===== src/rtl/npu_fifo_bridge_pkg.sv =====
// ---------------------------------------------------------------------------
// npu_fifo_bridge_pkg
// Shared definitions for the NPU FIFO bridge slice:
//   NPU_DATA_W      default word width of all three FIFOs
//   NPU_*_DEPTH     default FIFO depths (powers of two)
//   ptr_w()         FIFO pointer / occupancy width for a given depth
//                   (log2(depth)+1; the extra MSB separates full from empty)
// ---------------------------------------------------------------------------
package npu_fifo_bridge_pkg;

    localparam int NPU_DATA_W     = 32;
    localparam int NPU_CFG_DEPTH  = 8;
    localparam int NPU_DIN_DEPTH  = 16;
    localparam int NPU_DOUT_DEPTH = 16;

    function automatic int ptr_w(input int depth);
        return $clog2(depth) + 1;
    endfunction

endpackage


===== src/rtl/npu_fifo_bridge_if.sv =====
// ---------------------------------------------------------------------------
// npu_fifo_bridge_if
// Bundles the CPU-side strobes, the NPU-core valid/ready channels and the
// occupancy observation outputs of the bridge.
//   slave  modport : seen by npu_fifo_bridge
//   master modport : seen by the pipeline / NPU core (or a testbench)
// CPU side   : iFlush, iNpuConfigWe/iNpuConfigFifo, iNpuDataWe/iNpuDataFifo,
//              iNpuDataRe, oNpuDataFifo, oNpuStall
// NPU side   : oCfgData/oCfgValid/iCfgReady, oInData/oInValid/iInReady,
//              iOutData/iOutValid/oOutReady
// Occupancy  : oCfgCount, oInCount, oOutCount (current number of entries)
// Optional   : NPU_FIFO_ERR_EN adds oErrOverflow, oErrUnderflow
// ---------------------------------------------------------------------------
interface npu_fifo_bridge_if
    import npu_fifo_bridge_pkg::*;
#(
    parameter int DATA_W     = NPU_DATA_W,
    parameter int CFG_DEPTH  = NPU_CFG_DEPTH,
    parameter int DIN_DEPTH  = NPU_DIN_DEPTH,
    parameter int DOUT_DEPTH = NPU_DOUT_DEPTH
);
    localparam int CFG_CW  = ptr_w(CFG_DEPTH);
    localparam int DIN_CW  = ptr_w(DIN_DEPTH);
    localparam int DOUT_CW = ptr_w(DOUT_DEPTH);

    // CPU execute-stage side
    logic              iFlush;
    logic              iNpuConfigWe;
    logic [DATA_W-1:0] iNpuConfigFifo;
    logic              iNpuDataWe;
    logic [DATA_W-1:0] iNpuDataFifo;
    logic              iNpuDataRe;
    logic [DATA_W-1:0] oNpuDataFifo;
    logic              oNpuStall;

    // NPU core side
    logic [DATA_W-1:0] oCfgData;
    logic              oCfgValid;
    logic              iCfgReady;
    logic [DATA_W-1:0] oInData;
    logic              oInValid;
    logic              iInReady;
    logic [DATA_W-1:0] iOutData;
    logic              iOutValid;
    logic              oOutReady;

    // Occupancy
    logic [CFG_CW-1:0]  oCfgCount;
    logic [DIN_CW-1:0]  oInCount;
    logic [DOUT_CW-1:0] oOutCount;

`ifdef NPU_FIFO_ERR_EN
    logic              oErrOverflow;
    logic              oErrUnderflow;
`endif

    modport slave (
        input  iFlush, iNpuConfigWe, iNpuConfigFifo, iNpuDataWe, iNpuDataFifo,
        input  iNpuDataRe, iCfgReady, iInReady, iOutData, iOutValid,
        output oNpuDataFifo, oNpuStall, oCfgData, oCfgValid, oInData, oInValid,
        output oOutReady, oCfgCount, oInCount, oOutCount
`ifdef NPU_FIFO_ERR_EN
        , output oErrOverflow, oErrUnderflow
`endif
    );

    modport master (
        output iFlush, iNpuConfigWe, iNpuConfigFifo, iNpuDataWe, iNpuDataFifo,
        output iNpuDataRe, iCfgReady, iInReady, iOutData, iOutValid,
        input  oNpuDataFifo, oNpuStall, oCfgData, oCfgValid, oInData, oInValid,
        input  oOutReady, oCfgCount, oInCount, oOutCount
`ifdef NPU_FIFO_ERR_EN
        , input oErrOverflow, oErrUnderflow
`endif
    );

endinterface


===== src/rtl/npu_fifo_bridge_sync_fifo.sv =====
// ---------------------------------------------------------------------------
// npu_sync_fifo
// Single-clock first-word-fall-through FIFO. A word pushed at edge N is on
// oHead right after edge N; pop consumes oHead at the edge.
// Ports:
//   iClk, iRst_n      clock, synchronous active-low reset
//   iFlush            synchronous clear, beats any same-cycle push/pop
//   iPush, iPushData  enqueue (ignored while oFull)
//   iPop              dequeue (ignored while oEmpty)
//   oHead             oldest entry (undefined content while empty)
//   oFull, oEmpty     registered status flags
//   oCount            number of stored entries (0..DEPTH)
// Pointers are log2(DEPTH)+1 bits and wrap modulo 2*DEPTH.
// ---------------------------------------------------------------------------
module npu_sync_fifo
    import npu_fifo_bridge_pkg::*;
#(
    parameter int DATA_W = NPU_DATA_W,
    parameter int DEPTH  = NPU_CFG_DEPTH
) (
    input  logic                    iClk,
    input  logic                    iRst_n,
    input  logic                    iFlush,
    input  logic                    iPush,
    input  logic [DATA_W-1:0]       iPushData,
    input  logic                    iPop,
    output logic [DATA_W-1:0]       oHead,
    output logic                    oFull,
    output logic                    oEmpty,
    output logic [ptr_w(DEPTH)-1:0] oCount
);
    localparam int PW = ptr_w(DEPTH);
    localparam int AW = PW - 1;

    logic [PW-1:0]     wr_ptr_q, wr_ptr_d;
    logic [PW-1:0]     rd_ptr_q, rd_ptr_d;
    logic              full_q, full_d;
    logic              empty_q, empty_d;
    logic              push_ok, pop_ok;
    logic [DATA_W-1:0] mem_q [DEPTH];

    // Both sides are gated by last cycle's flags, so a pop at full frees the
    // slot only for the next cycle's push.
    assign push_ok = iPush & ~full_q;
    assign pop_ok  = iPop  & ~empty_q;

    always_comb begin
        wr_ptr_d = wr_ptr_q + PW'(push_ok);
        rd_ptr_d = rd_ptr_q + PW'(pop_ok);
        if (iFlush) begin
            wr_ptr_d = '0;
            rd_ptr_d = '0;
        end
        // Same index with differing wrap bits means the writer lapped the reader.
        full_d  = (wr_ptr_d[PW-1] != rd_ptr_d[PW-1]) &&
                  (wr_ptr_d[AW-1:0] == rd_ptr_d[AW-1:0]);
        empty_d = (wr_ptr_d == rd_ptr_d);
    end

    always_ff @(posedge iClk) begin
        if (!iRst_n) begin
            wr_ptr_q <= '0;
            rd_ptr_q <= '0;
            full_q   <= 1'b0;
            empty_q  <= 1'b1;
        end else begin
            wr_ptr_q <= wr_ptr_d;
            rd_ptr_q <= rd_ptr_d;
            full_q   <= full_d;
            empty_q  <= empty_d;
        end
    end

    // Storage is not reset; only the pointers define what is valid.
    always_ff @(posedge iClk) begin
        if (iRst_n && push_ok && !iFlush) begin
            mem_q[wr_ptr_q[AW-1:0]] <= iPushData;
        end
    end

    // Asynchronous head read gives the fall-through behaviour.
    assign oHead  = mem_q[rd_ptr_q[AW-1:0]];
    assign oFull  = full_q;
    assign oEmpty = empty_q;
    assign oCount = wr_ptr_q - rd_ptr_q;

endmodule


===== src/rtl/npu_fifo_bridge.sv =====
// ---------------------------------------------------------------------------
// npu_fifo_bridge
// NPU-side endpoint of the execute-stage NPU interface. Buffers CPU config
// words and enqueued data for the NPU core, collects NPU results for the
// CPU to dequeue, and stalls the pipeline on write-while-full or
// read-while-empty.
// Ports:
//   iClk    clock
//   iRst_n  synchronous active-low reset
//   bus     npu_fifo_bridge_if.slave (CPU strobes, NPU valid/ready channels,
//           occupancy counts)
// Optional feature macro: NPU_FIFO_ERR_EN -- sticky oErrOverflow /
//   oErrUnderflow flags on the interface, cleared by reset or iFlush.
// ---------------------------------------------------------------------------
module npu_fifo_bridge
    import npu_fifo_bridge_pkg::*;
#(
    parameter int DATA_W     = NPU_DATA_W,
    parameter int CFG_DEPTH  = NPU_CFG_DEPTH,
    parameter int DIN_DEPTH  = NPU_DIN_DEPTH,
    parameter int DOUT_DEPTH = NPU_DOUT_DEPTH
) (
    input  logic             iClk,
    input  logic             iRst_n,
    npu_fifo_bridge_if.slave bus
);
    logic [DATA_W-1:0]           cfg_head, din_head, dout_head;
    logic                        cfg_full, din_full, dout_full;
    logic                        cfg_empty, din_empty, dout_empty;
    logic [ptr_w(CFG_DEPTH)-1:0] cfg_count;
    logic [ptr_w(DIN_DEPTH)-1:0] din_count;
    logic [ptr_w(DOUT_DEPTH)-1:0] dout_count;

    // CPU -> NPU config words
    npu_sync_fifo #(.DATA_W(DATA_W), .DEPTH(CFG_DEPTH)) u_cfg_fifo (
        .iClk      (iClk),
        .iRst_n    (iRst_n),
        .iFlush    (bus.iFlush),
        .iPush     (bus.iNpuConfigWe),
        .iPushData (bus.iNpuConfigFifo),
        .iPop      (bus.iCfgReady),
        .oHead     (cfg_head),
        .oFull     (cfg_full),
        .oEmpty    (cfg_empty),
        .oCount    (cfg_count)
    );

    // CPU -> NPU data words
    npu_sync_fifo #(.DATA_W(DATA_W), .DEPTH(DIN_DEPTH)) u_din_fifo (
        .iClk      (iClk),
        .iRst_n    (iRst_n),
        .iFlush    (bus.iFlush),
        .iPush     (bus.iNpuDataWe),
        .iPushData (bus.iNpuDataFifo),
        .iPop      (bus.iInReady),
        .oHead     (din_head),
        .oFull     (din_full),
        .oEmpty    (din_empty),
        .oCount    (din_count)
    );

    // NPU -> CPU results
    npu_sync_fifo #(.DATA_W(DATA_W), .DEPTH(DOUT_DEPTH)) u_dout_fifo (
        .iClk      (iClk),
        .iRst_n    (iRst_n),
        .iFlush    (bus.iFlush),
        .iPush     (bus.iOutValid),
        .iPushData (bus.iOutData),
        .iPop      (bus.iNpuDataRe),
        .oHead     (dout_head),
        .oFull     (dout_full),
        .oEmpty    (dout_empty),
        .oCount    (dout_count)
    );

    // NPU core channels. Heads are masked while empty so stale storage never
    // shows on the buses.
    assign bus.oCfgData  = cfg_empty ? '0 : cfg_head;
    assign bus.oCfgValid = ~cfg_empty;
    assign bus.oInData   = din_empty ? '0 : din_head;
    assign bus.oInValid  = ~din_empty;
    assign bus.oOutReady = ~dout_full;

    // CPU dequeue port: combinational head, zero when nothing to read.
    assign bus.oNpuDataFifo = dout_empty ? '0 : dout_head;

    // The refused access is simply dropped; the pipeline holds and re-presents
    // the same strobe until the FIFO can take it.
    assign bus.oNpuStall = (bus.iNpuConfigWe & cfg_full) |
                           (bus.iNpuDataWe   & din_full) |
                           (bus.iNpuDataRe   & dout_empty);

    assign bus.oCfgCount = cfg_count;
    assign bus.oInCount  = din_count;
    assign bus.oOutCount = dout_count;

`ifdef NPU_FIFO_ERR_EN
    logic err_ovf_q, err_ovf_d;
    logic err_unf_q, err_unf_d;

    always_comb begin
        // Overflow covers the NPU result push too, not just CPU writes.
        err_ovf_d = err_ovf_q |
                    (bus.iNpuConfigWe & cfg_full) |
                    (bus.iNpuDataWe   & din_full) |
                    (bus.iOutValid    & dout_full);
        err_unf_d = err_unf_q | (bus.iNpuDataRe & dout_empty);
        if (bus.iFlush) begin
            err_ovf_d = 1'b0;
            err_unf_d = 1'b0;
        end
    end

    always_ff @(posedge iClk) begin
        if (!iRst_n) begin
            err_ovf_q <= 1'b0;
            err_unf_q <= 1'b0;
        end else begin
            err_ovf_q <= err_ovf_d;
            err_unf_q <= err_unf_d;
        end
    end

    assign bus.oErrOverflow  = err_ovf_q;
    assign bus.oErrUnderflow = err_unf_q;
`endif

endmodule


===== src/flat_wrapper.sv =====
// flat-port wrapper written by rule: the top's interface ports become plain ports
module npu_fifo_bridge_flat import npu_fifo_bridge_pkg::*;
#(
    parameter int DATA_W     = NPU_DATA_W,
    parameter int CFG_DEPTH  = NPU_CFG_DEPTH,
    parameter int DIN_DEPTH  = NPU_DIN_DEPTH,
    parameter int DOUT_DEPTH = NPU_DOUT_DEPTH
)
  (iClk, iRst_n, bus_iFlush, bus_iNpuConfigWe, bus_iNpuConfigFifo, bus_iNpuDataWe, bus_iNpuDataFifo, bus_iNpuDataRe, bus_iCfgReady, bus_iInReady, bus_iOutData, bus_iOutValid, bus_oNpuDataFifo, bus_oNpuStall, bus_oCfgData, bus_oCfgValid, bus_oInData, bus_oInValid, bus_oOutReady, bus_oCfgCount, bus_oInCount, bus_oOutCount);
  npu_fifo_bridge_if #(.DATA_W(DATA_W), .CFG_DEPTH(CFG_DEPTH), .DIN_DEPTH(DIN_DEPTH), .DOUT_DEPTH(DOUT_DEPTH)) bus_i ();
  input  logic iClk;
  input  logic iRst_n;
  input wire logic [$bits(bus_i.iFlush)-1:0] bus_iFlush;
  input wire logic [$bits(bus_i.iNpuConfigWe)-1:0] bus_iNpuConfigWe;
  input wire logic [$bits(bus_i.iNpuConfigFifo)-1:0] bus_iNpuConfigFifo;
  input wire logic [$bits(bus_i.iNpuDataWe)-1:0] bus_iNpuDataWe;
  input wire logic [$bits(bus_i.iNpuDataFifo)-1:0] bus_iNpuDataFifo;
  input wire logic [$bits(bus_i.iNpuDataRe)-1:0] bus_iNpuDataRe;
  input wire logic [$bits(bus_i.iCfgReady)-1:0] bus_iCfgReady;
  input wire logic [$bits(bus_i.iInReady)-1:0] bus_iInReady;
  input wire logic [$bits(bus_i.iOutData)-1:0] bus_iOutData;
  input wire logic [$bits(bus_i.iOutValid)-1:0] bus_iOutValid;
  output wire logic [$bits(bus_i.oNpuDataFifo)-1:0] bus_oNpuDataFifo;
  output wire logic [$bits(bus_i.oNpuStall)-1:0] bus_oNpuStall;
  output wire logic [$bits(bus_i.oCfgData)-1:0] bus_oCfgData;
  output wire logic [$bits(bus_i.oCfgValid)-1:0] bus_oCfgValid;
  output wire logic [$bits(bus_i.oInData)-1:0] bus_oInData;
  output wire logic [$bits(bus_i.oInValid)-1:0] bus_oInValid;
  output wire logic [$bits(bus_i.oOutReady)-1:0] bus_oOutReady;
  output wire logic [$bits(bus_i.oCfgCount)-1:0] bus_oCfgCount;
  output wire logic [$bits(bus_i.oInCount)-1:0] bus_oInCount;
  output wire logic [$bits(bus_i.oOutCount)-1:0] bus_oOutCount;
  assign bus_i.iFlush = bus_iFlush;
  assign bus_i.iNpuConfigWe = bus_iNpuConfigWe;
  assign bus_i.iNpuConfigFifo = bus_iNpuConfigFifo;
  assign bus_i.iNpuDataWe = bus_iNpuDataWe;
  assign bus_i.iNpuDataFifo = bus_iNpuDataFifo;
  assign bus_i.iNpuDataRe = bus_iNpuDataRe;
  assign bus_i.iCfgReady = bus_iCfgReady;
  assign bus_i.iInReady = bus_iInReady;
  assign bus_i.iOutData = bus_iOutData;
  assign bus_i.iOutValid = bus_iOutValid;
  assign bus_oNpuDataFifo = bus_i.oNpuDataFifo;
  assign bus_oNpuStall = bus_i.oNpuStall;
  assign bus_oCfgData = bus_i.oCfgData;
  assign bus_oCfgValid = bus_i.oCfgValid;
  assign bus_oInData = bus_i.oInData;
  assign bus_oInValid = bus_i.oInValid;
  assign bus_oOutReady = bus_i.oOutReady;
  assign bus_oCfgCount = bus_i.oCfgCount;
  assign bus_oInCount = bus_i.oInCount;
  assign bus_oOutCount = bus_i.oOutCount;
  npu_fifo_bridge #(.DATA_W(DATA_W), .CFG_DEPTH(CFG_DEPTH), .DIN_DEPTH(DIN_DEPTH), .DOUT_DEPTH(DOUT_DEPTH)) u_core (.iClk(iClk), .iRst_n(iRst_n), .bus(bus_i));
endmodule

===== config.mk =====
export PLATFORM = sky130hd
export DESIGN_NAME = npu_fifo_bridge_flat
export DESIGN_NICKNAME = d
export VERILOG_FILES = /design/src/rtl/npu_fifo_bridge_pkg.sv /design/src/rtl/npu_fifo_bridge_if.sv /design/src/rtl/npu_fifo_bridge_sync_fifo.sv /design/src/rtl/npu_fifo_bridge.sv /design/src/flat_wrapper.sv
export SDC_FILE = /design/constraint.sdc
export NUM_CORES = 1
export LEC_CHECK = 0
export BUFFER_PORTS_ARGS = -buffer_cell sky130_fd_sc_hd__buf_2
export CAP_MARGIN = 10
export CORE_MARGIN = 4
export CORE_UTILIZATION = 49
export CTS_CLUSTER_DIAMETER = 30
export DETAILED_ROUTE_END_ITERATION = 8
export PLACE_DENSITY = 0.68
export RECOVER_POWER = 100
export SYNTH_ARGS = -nofsm -noshare
export SYNTH_HDL_FRONTEND = slang
export SYNTH_SLANG_ARGS = --single-unit

===== constraint.sdc =====
create_clock -name iClk -period 4.5 [get_ports iClk]
set_input_delay 0.45 -clock iClk [delete_from_list [all_inputs] [get_ports iClk]]
set_output_delay 0.45 -clock iClk [all_outputs]
set_load 0.01 [all_outputs]

Word level (Yosys, flattened, before mapping)
Memories as Yosys holds them, arrays and structs flattened. A register that Yosys moved wholly into a read port is not among the register bits.
Cells that the tools add are included.

storage, ports and cells
  bits in registers = 34
  RAM bits = 1280
  input port bits = 105
  output and inout bits = 114
  memories = 3

memory list
  name                      depth  bits a word  rd ports  clocked after memory_dff  wr ports  line                             text
  u_core.u_din_fifo.mem_q   16     32           1         1                         1         npu_fifo_bridge_sync_fifo.sv:40  logic [DATA_W-1:0] mem_q [DEPTH];
  u_core.u_dout_fifo.mem_q  16     32           1         1                         1         npu_fifo_bridge_sync_fifo.sv:40
  u_core.u_cfg_fifo.mem_q   8      32           1         1                         1         npu_fifo_bridge_sync_fifo.sv:40

cells by class
  add/sub/neg operators = 9
  equality and inequality tests = 9
  muxes and demuxes = 18
  bitwise operators = 17
  reduce and logical (&&, ||, !) cells = 10

operators with widths
  kind                                    count
  32-bit two-way mux                      3
  5-bit by 1-bit adder with 5-bit output  4
  5-bit two-way mux                       4
  4-bit two-way mux                       4
  4-bit equality test                     3
  5-bit equality test                     2
  5-bit subtractor                        2
  1-bit AND                               9
  1-bit logical AND                       9
  4-bit by 1-bit adder with 4-bit output  2
  1-bit two-way mux                       6
  1-bit NOT                               6
  4-bit subtractor                        1
  3-bit equality test                     1
  3-bit two-way mux                       1
  1-bit inequality test                   3
  1-bit OR                                2
  1-bit zero test                         1

Longest topological paths before layout
Gate-level depths: netlist (run 1).

  depth in word-level cells = 6
  mapped depth = 8

Cells and area by module
A second synthesis (run 1) with hierarchy kept.

unflattened totals
  cell total of the unflattened synthesis = 2370
  area, all modules = 50751.2 um2

modules (own cells, without submodules)
  module                               times used  cells each  area an instance (um2)  seq. area each (um2)
  npu_sync_fifo at u_core.u_dout_fifo  1           876         19875.3                 15615.0
  npu_sync_fifo at u_core.u_din_fifo   1           876         19856.5                 15615.0
  npu_sync_fifo at u_core.u_cfg_fifo   1           508         10319.9                 7887.6
  npu_fifo_bridge                      1           110         699.4                   0.0

Worst setup path before layout (run 1)
No wires, ideal clock.

  path type = input -> register
  start = input bus_iFlush
  end = memory u_core.u_dout_fifo.mem_q[0][0] in the netlist's numbering, enable pin
  setup time = 0.501 ns
  arrival time = 4.087 ns
  data required time = 3.999 ns
  setup slack = -0.089 ns
  stages on the path = 4
  path through = and2b_1 -> and2_1 -> nand2b_1 -> nor4_1

on the way
  longest elaborated chain between the ends = 4

ends and longest elaborated chain
  item                                     line                             text
  start: declaration                       flat_wrapper.sv:13               input wire logic [$bits(bus_i.iFlush)-1:0] bus_iFlush;
  1-bit zero test                          npu_fifo_bridge_sync_fifo.sv:76  if (iRst_n && push_ok && !iFlush) begin
  1-bit logical AND                        npu_fifo_bridge_sync_fifo.sv:76
  1-bit two-way mux                        npu_fifo_bridge_sync_fifo.sv:76
  1-bit two-way mux (implied by the code)  npu_fifo_bridge_sync_fifo.sv:77  mem_q[wr_ptr_q[AW-1:0]] <= iPushData;
  end: declaration                         npu_fifo_bridge_sync_fifo.sv:40

No other way between the ends.

Final worst setup path (run 1)
  start = register u_core.u_din_fifo.full_q (netlist: u_core.u_din_fifo.oFull)
  end = memory u_core.u_din_fifo.mem_q[11][27] in the netlist's numbering, enable pin

on the way
  longest elaborated chain between the ends = 6

ends and longest elaborated chain
  item                                     line                             text
  start: declaration                       npu_fifo_bridge_sync_fifo.sv:37  logic full_q, full_d;
  start signal: assignment                 npu_fifo_bridge_sync_fifo.sv:69  full_q <= full_d;
  1-bit NOT                                npu_fifo_bridge_sync_fifo.sv:44  assign push_ok = iPush & ~full_q;
  1-bit AND                                npu_fifo_bridge_sync_fifo.sv:44
  1-bit logical AND (2 in series)          npu_fifo_bridge_sync_fifo.sv:76
  1-bit two-way mux                        npu_fifo_bridge_sync_fifo.sv:76
  1-bit two-way mux (implied by the code)  npu_fifo_bridge_sync_fifo.sv:77
  end: declaration                         npu_fifo_bridge_sync_fifo.sv:40

No other way between the ends.

==> results of run 1 <==
[path summary, 6_finish.rpt]
path | startpoint | end | slack (ns) | cells after the start
setup reg to reg | u_core.u_din_fifo.oFull | u_core.u_din_fifo.mem_q[11][27] | 0.39 | 6
setup / recovery | u_core.u_din_fifo.oFull | u_core.u_din_fifo.mem_q[11][27] | 0.39 | 6
hold / removal | bus_iCfgReady | u_core.u_cfg_fifo.rd_ptr_q[0] | 0.15 | 4
hold reg to reg | u_core.u_cfg_fifo.rd_ptr_q[3] | u_core.u_cfg_fifo.rd_ptr_q[3] | 0.57 | 2
[stage by stage]
| stage | hold slack [ns] | power [uW] | setup WS [ns] |
|---|---|---|---|
| CTS | 0.000592 | 32400 | 0.628 |
| floorplan | 0.530 | 14000 | 0.503 |
| finish | 0.147 | 32200 | 0.386 |
| global placement | 0.547 | 14300 | 1.34 |
| detailed placement | 0.563 | 14300 | 1.36 |
| global route | 0.167 | 33100 | 0.253 |
[cell type report]
type,instances,area (um2),area share (%)
repair buffers,370,2140,3.47
multi-input cells,813,10400,16.9
clock inverters,187,2340,3.78
inverters,24,90.1,0.146
well taps,1368,1710,2.77
clock buffers,256,5960,9.64
diodes,6,15.0,0.0243
flip-flops and latches,1314,39100,63.3
[power by group through the flow]
| stage | clock network (uW) | logic (uW) | registers, uW |
|---|---|---|---|
| after floorplan | 0 | 254 | 13700 |
| after global placement | 0 | 559 | 13700 |
| after detailed placement | 0 | 583 | 13700 |
| after CTS | 18300 | 658 | 13500 |
| after global routing | 19000 | 682 | 13500 |
| final | 18100 | 626 | 13500 |
[worst register-to-register path, stage by stage, from the launching register on]
cell,delay [ns]
dfxtp_1,0.31
nor2b_1,0.58
nand2_1,0.21
nor2_1,0.13
nand2_1,0.14
nor2_1,1.82
buf_4,0.55
[registers in the layout, summed over array words and instances (netlist names), 4 cells and up]
name                         cells
u_core.u_cfg_fifo.wr_ptr_q       4
u_core.u_din_fifo.wr_ptr_q       5
u_core.u_din_fifo.rd_ptr_q       5
u_core.u_cfg_fifo.rd_ptr_q       4
u_core.u_din_fifo.mem_q        512
u_core.u_cfg_fifo.mem_q        256
u_core.u_dout_fifo.mem_q       512
u_core.u_dout_fifo.wr_ptr_q      5
u_core.u_dout_fifo.rd_ptr_q      5
[what timing repair did]
action,4_1_cts,5_1_grt
setup buffers,0,0
hold buffers,90,0
hold endpoints to repair,921,0
[kinds of logic after synthesis]
kind of cell	share of synthesized area, %
DFF	78.0
muxes	14.4
AOI/OAI and AO/OA	3.07
and+or+nand+nor	1.67
buffers and inverters	1.44
xor gates and xnor gates	0.716
adders and majority gates	0.694
[layout by cell type (no fill, tap or decap), types with 27 or more instances in the layout]
| cell type | instances |
|---|---|
| inv_6 | 37 |
| nor2_1 | 28 |
| dfxtp_1 | 29 |
| bufinv_16 | 33 |
| a21oi_1 | 102 |
| edfxtp_1 | 1280 |
| nand2_1 | 72 |
| clkinv_4 | 27 |
| mux4_2 | 320 |
| a22oi_1 | 128 |
| dlygate4sd3_1 | 90 |
| clkbuf_1 | 246 |
| clkbuf_16 | 235 |
| clkinv_2 | 28 |
[per-layer routing]
| layer | global-route usage (%) | share of wire (%) | vias to the layer above |
|---|---|---|---|
| met2 | 35.6 | 51 | 1050 |
| met4 | 7.61 | 2.6 | 2 |
| met3 | 6.15 | 8.0 | 183 |
| met5 | 0 | 0.010 | - |
| li1 | - | - | 10623 |
| met1 | 28.4 | 38 | 13239 |
==> impl_metrics.csv, run 1 <==
group,metric,value,unit
status,outcome,"complete, but fails checks",
status,violations,"capacitance limit, slew limit",
layout,fin_nets,2886,
flow_run,maxCapViolations,31,
power,seq_power_share,41.9,%
yosys,synth_area,50100,um2
yosys,synthTopCellsByArea,"edfxtp_1, mux4_2, a22oi_1, dfxtp_1, a21oi_1",
layout,layout-drive-gt1-share,27.5,%
timing,fin_skew,0.0564,ns
detailed_routing,wl,116,mm
grt,grt_max_degree,69,
detailed_routing,ant_nets,0,
grt,grt_pass1_wl,173,mm
place,gp_congestion,0.760,
clock_tree,cts_sinks,1314,
yosys,synth_nets,2405,
layout,final_util,60.8,%
clock_tree,cts_made_buffers,232,
place,dp.final_hpwl,61.6,mm
yosys,ys_async_sr_fraction,0,%
power,p_int,25400,uW
timing,finalCriticalPeriod,4.11,ns
timing,maxSlewViolCount,862,
floorplanning,rows,117,
yosys,synth.largest_area_cell,"edfxtp_1",
power,power.density,521,nW/um2
yosys,yosysMostFrequentCell,"edfxtp_1",
setup_path,slowest_stage,"nor2_1",
setup_path,path_cells,"nor2b_1 > nand2_1 > nor2_1 > nand2_1 > nor2_1 > buf_4",
timing,min_period_over_period,91.4,%
clock_tree,clkSlewWorstSetupHoldPaths,0.05,ns
layout,design_area,61800,um2
yosys,ys_seq_elements,1314,
clock_tree,cts_tree,"yes",
layout,fillerInstances,7052,
setup_path,critPathKind,"reg -> reg",
timing,max_slew_margin,-83.2,%
setup_path,crit_path_start_kind,"register",
power,p_clk_share,56.1,%
yosys,synth-edff-count,1280,
detailed_routing,drc,0,
yosys,ys_warn_count,0,
setup_path,critPathBufInv,1,
hold_path,min_path_type,"in -> reg",
grt,grt_usage,21.8,%
floorplanning,start_util,49.3,%
grt,grt_pass1_vias,26847,
setup_path,cp.arrival,4.56,ns
floorplanning,dieArea,107000,um2
clock_tree,cts_resized,0,
floorplanning,pin_count,219,
detailed_routing,vias_per_cell,5.79,
grt,antenna_found_initial,7,
detailed_routing,dr.pass1.iters,5,
clock_tree,clk_latency,0.81,ns
power,peakVddDrop,0.386,mV
setup_path,endpoint_kind,"register",
detailed_routing,dr.first_iter.drc_count,2466,
layout,area_delta_synth_final,23.3,%
clock_tree,clock_path_buffers,3,
yosys,synthFlopType,"edfxtp_1",
yosys,syn_area_per_cell,22.0,um2
setup_path,crit_fanout,19,
place,place_area,53200,um2
timing,hold_viol_final,0,
floorplanning,die_w,328,um
grt,grt_overflow,0,
yosys,synth_top_area_share,76.7,%
timing,worst_slew_pin_slew,2.75,ns
setup_path,path_delay_family,"simple AND/OR/NAND/NOR gates",
yosys,synth_cell_types,31,
place,dpl.cell_count,3799,
floorplanning,core,102000,um2
detailed_routing,wire_per_inst,26.7,um
power,p_sw,6840,uW
timing,fin_setup_tns,0,ns
yosys,synth_common_cells,"edfxtp_1, mux4_2, a22oi_1",
clock_tree,htreeDepth,4,
setup_path,worstPathRequired,4.95,ns
yosys,seq_area_frac_synth,78.0,%
yosys,synth_cells,2274,
timing,max_freq,243,MHz
power,p_comb_share,1.9,%
floorplanning,die-height,328,um
clock_tree,clockRootBuffer,"clkbuf_16",
timing,rsz0062_at_grt,"no",
layout,layout.cells.non_filler,4338,
power,p_leak,0.0195,uW
power,sw_frac_of_total,21.2,%
place,io_buffers,218,
detailed_routing,num_vias,25097,
timing,setup_violations,0,
setup_path,cp_slowest_stage_delay,1.82,ns
(Power assumes the default switching activity.)
==> inputs of run 2 (changes only) <==
--- a/config.mk
+++ b/config.mk
@@ -11,7 +11,7 @@
 export CORE_UTILIZATION = 49
 export CTS_CLUSTER_DIAMETER = 30
 export DETAILED_ROUTE_END_ITERATION = 8
-export PLACE_DENSITY = 0.68
+export PLACE_DENSITY = 0.67
 export RECOVER_POWER = 100
 export SYNTH_ARGS = -nofsm -noshare
 export SYNTH_HDL_FRONTEND = slang
==> run 2 against run 1 <==
Against the previous run: the run still ends with capacitance limit, slew limit left; hold slack improved by 0.051 ns; via count rose by 0.45%; die area did not move; first-iteration DRC count rose by 2.7%; utilization fell by 0.14 points; combinational power fell by 1%; non-clock buffer count fell by 4; global-route usage rose by 0.070 points.
==> impl_metrics.csv, run 2 (synthesized netlist as in run 1, its figures left out) <==
group,metric,value,unit
setup_path,endpoint_kind,"register",
floorplanning,die-height,328,um
detailed_routing,ant_nets,0,
clock_tree,clkSlewWorstSetupHoldPaths,0.05,ns
clock_tree,clk_latency,0.82,ns
setup_path,crit_fanout,22,
setup_path,worstPathRequired,4.85,ns
clock_tree,htreeDepth,4,
layout,area_delta_synth_final,23.1,%
place,gp_congestion,0.776,
floorplanning,pin_count,219,
grt,grt_pass1_vias,26711,
setup_path,critPathBufInv,3,
floorplanning,die_w,328,um
floorplanning,rows,117,
detailed_routing,wire_per_inst,26.8,um
setup_path,cp.arrival,4.35,ns
setup_path,crit_path_start_kind,"input port",
power,power.density,514,nW/um2
place,dp.final_hpwl,64.5,mm
detailed_routing,dr.first_iter.drc_count,2532,
layout,layout_commonest_cell,"edfxtp_1",
flow_run,maxCapViolations,21,
clock_tree,clockRootBuffer,"clkbuf_16",
clock_tree,cts_made_buffers,237,
setup_path,cp_slowest_stage_delay,1.20,ns
setup_path,path_delay_family,"simple AND/OR/NAND/NOR gates",
grt,busiest_layer,"met2",
floorplanning,core,102000,um2
clock_tree,clock_path_buffers,3,
setup_path,critPathKind,"in -> reg",
clock_tree,cts_tree,"yes",
layout,layout-drive-gt1-share,27.6,%
grt,grt_usage,21.9,%
power,p_leak,0.0195,uW
grt,grt_overflow,0,
timing,finalCriticalPeriod,4.00,ns
timing,setup_ws,0.498,ns
floorplanning,dieArea,107000,um2
clock_tree,cts_setup_buffers,0,
floorplanning,start_util,49.3,%
grt,grt_max_degree,55,
clock_tree,cts_sinks,1314,
detailed_routing,wl,116,mm
grt,met3_usage,5.23,%
detailed_routing,drc,0,
timing,setup_violations,0,
setup_path,slowest_stage,"dlymetal6s4s_1",
place,io_buffers,218,
layout,final_util,60.6,%
timing,max_slew_margin,-71.1,%
timing,max_freq,250,MHz
timing,hold_viol_final,0,
place,post-place-ws,1.17,ns
power,peakVddDrop,0.417,mV
grt,use_met2,35.8,%
detailed_routing,dr.pass1.iters,6,
status,violations,"capacitance limit, slew limit",
timing,worst_slew_pin_slew,2.57,ns
grt,antenna_found_initial,8,
setup_path,path_cells,"dlygate4sd3_1 > clkbuf_1 > and2b_1 > nand2_1 > nor2_1 > nand2_1 > nor2_1 > dlymetal6s4s_1",
layout,fin_nets,2887,
detailed_routing,vias_per_cell,5.81,
timing,maxSlewViolCount,588,
status,outcome,"complete, but fails checks",
timing,whs,0.198,ns
layout,layout_common_cells,"edfxtp_1, mux4_2, clkbuf_16, clkbuf_1, a22oi_1",
timing,min_period_over_period,88.9,%
grt,grt_pass1_wl,174,mm
grt,met1_usage,29.3,%
detailed_routing,num_vias,25209,
timing,fin_skew,0.0814,ns
timing,fin_setup_tns,0,ns
hold_path,min_path_type,"in -> reg",
timing,rsz0062_at_grt,"no",
## run 2: worst reg2reg max path: stages (launching register included)
cell and delay [ns]:
dfxtp_1 0.31, nor2b_1 0.51, nand2_1 0.18, nor2_1 0.13
nand2_1 0.12, nor2_1 0.95, dlymetal6s4s_1 1.21
## run 2: metrics by stage
step | power, uW | area [um2] | cells
6_report | 31700 | 61700 | 4340
5_1_grt | 32700 | 61700 | 4337
3_3_place_gp | 14300 | 53200 | 3800
4_1_cts | 32000 | 62200 | 4332
2_1_floorplan | 14000 | 50100 | 2274
3_5_place_dp | 14300 | 53200 | 3801
## run 2: where the power goes
group          switching, uW  internal [uW]
combinational            402            217
clock                   6330          11200
sequential              31.9          13500
total                   6770          24900
## run 2: final timing paths
kind,end,slack [ns],cells after the start,from
hold reg to reg,u_core.u_din_fifo.rd_ptr_q[4],0.57,2,u_core.u_din_fifo.rd_ptr_q[4]
setup / recovery,u_core.u_din_fifo.mem_q[10][31],0.50,8,bus_iFlush
setup reg to reg,u_core.u_din_fifo.mem_q[10][31],0.60,6,u_core.u_din_fifo.oFull
hold / removal,u_core.u_cfg_fifo.rd_ptr_q[0],0.20,4,bus_iCfgReady
## run 2: metal layers
metal  up-vias  routed length, um
li1      10634                  -
met1     13331              45900
met2      1066              59000
met3       174               8820
met4         4               2420
met5         -                 27
## run 2: layout make-up
cell class	count	area, um2
antenna	5	12.5
fill	7103	40100
multi-input combinational	813	10400
clock inverter	186	2120
inverter	24	90.1
timing repair buffer	366	2140
tap	1368	1710
sequential	1314	39100
clock buffer	264	6060
## run 2: what timing repair did
item / 4_1_cts / 5_1_grt
hold buffers: 81 / 0
hold endpoints to repair: 858 / 0
resized for setup: 0 / 0
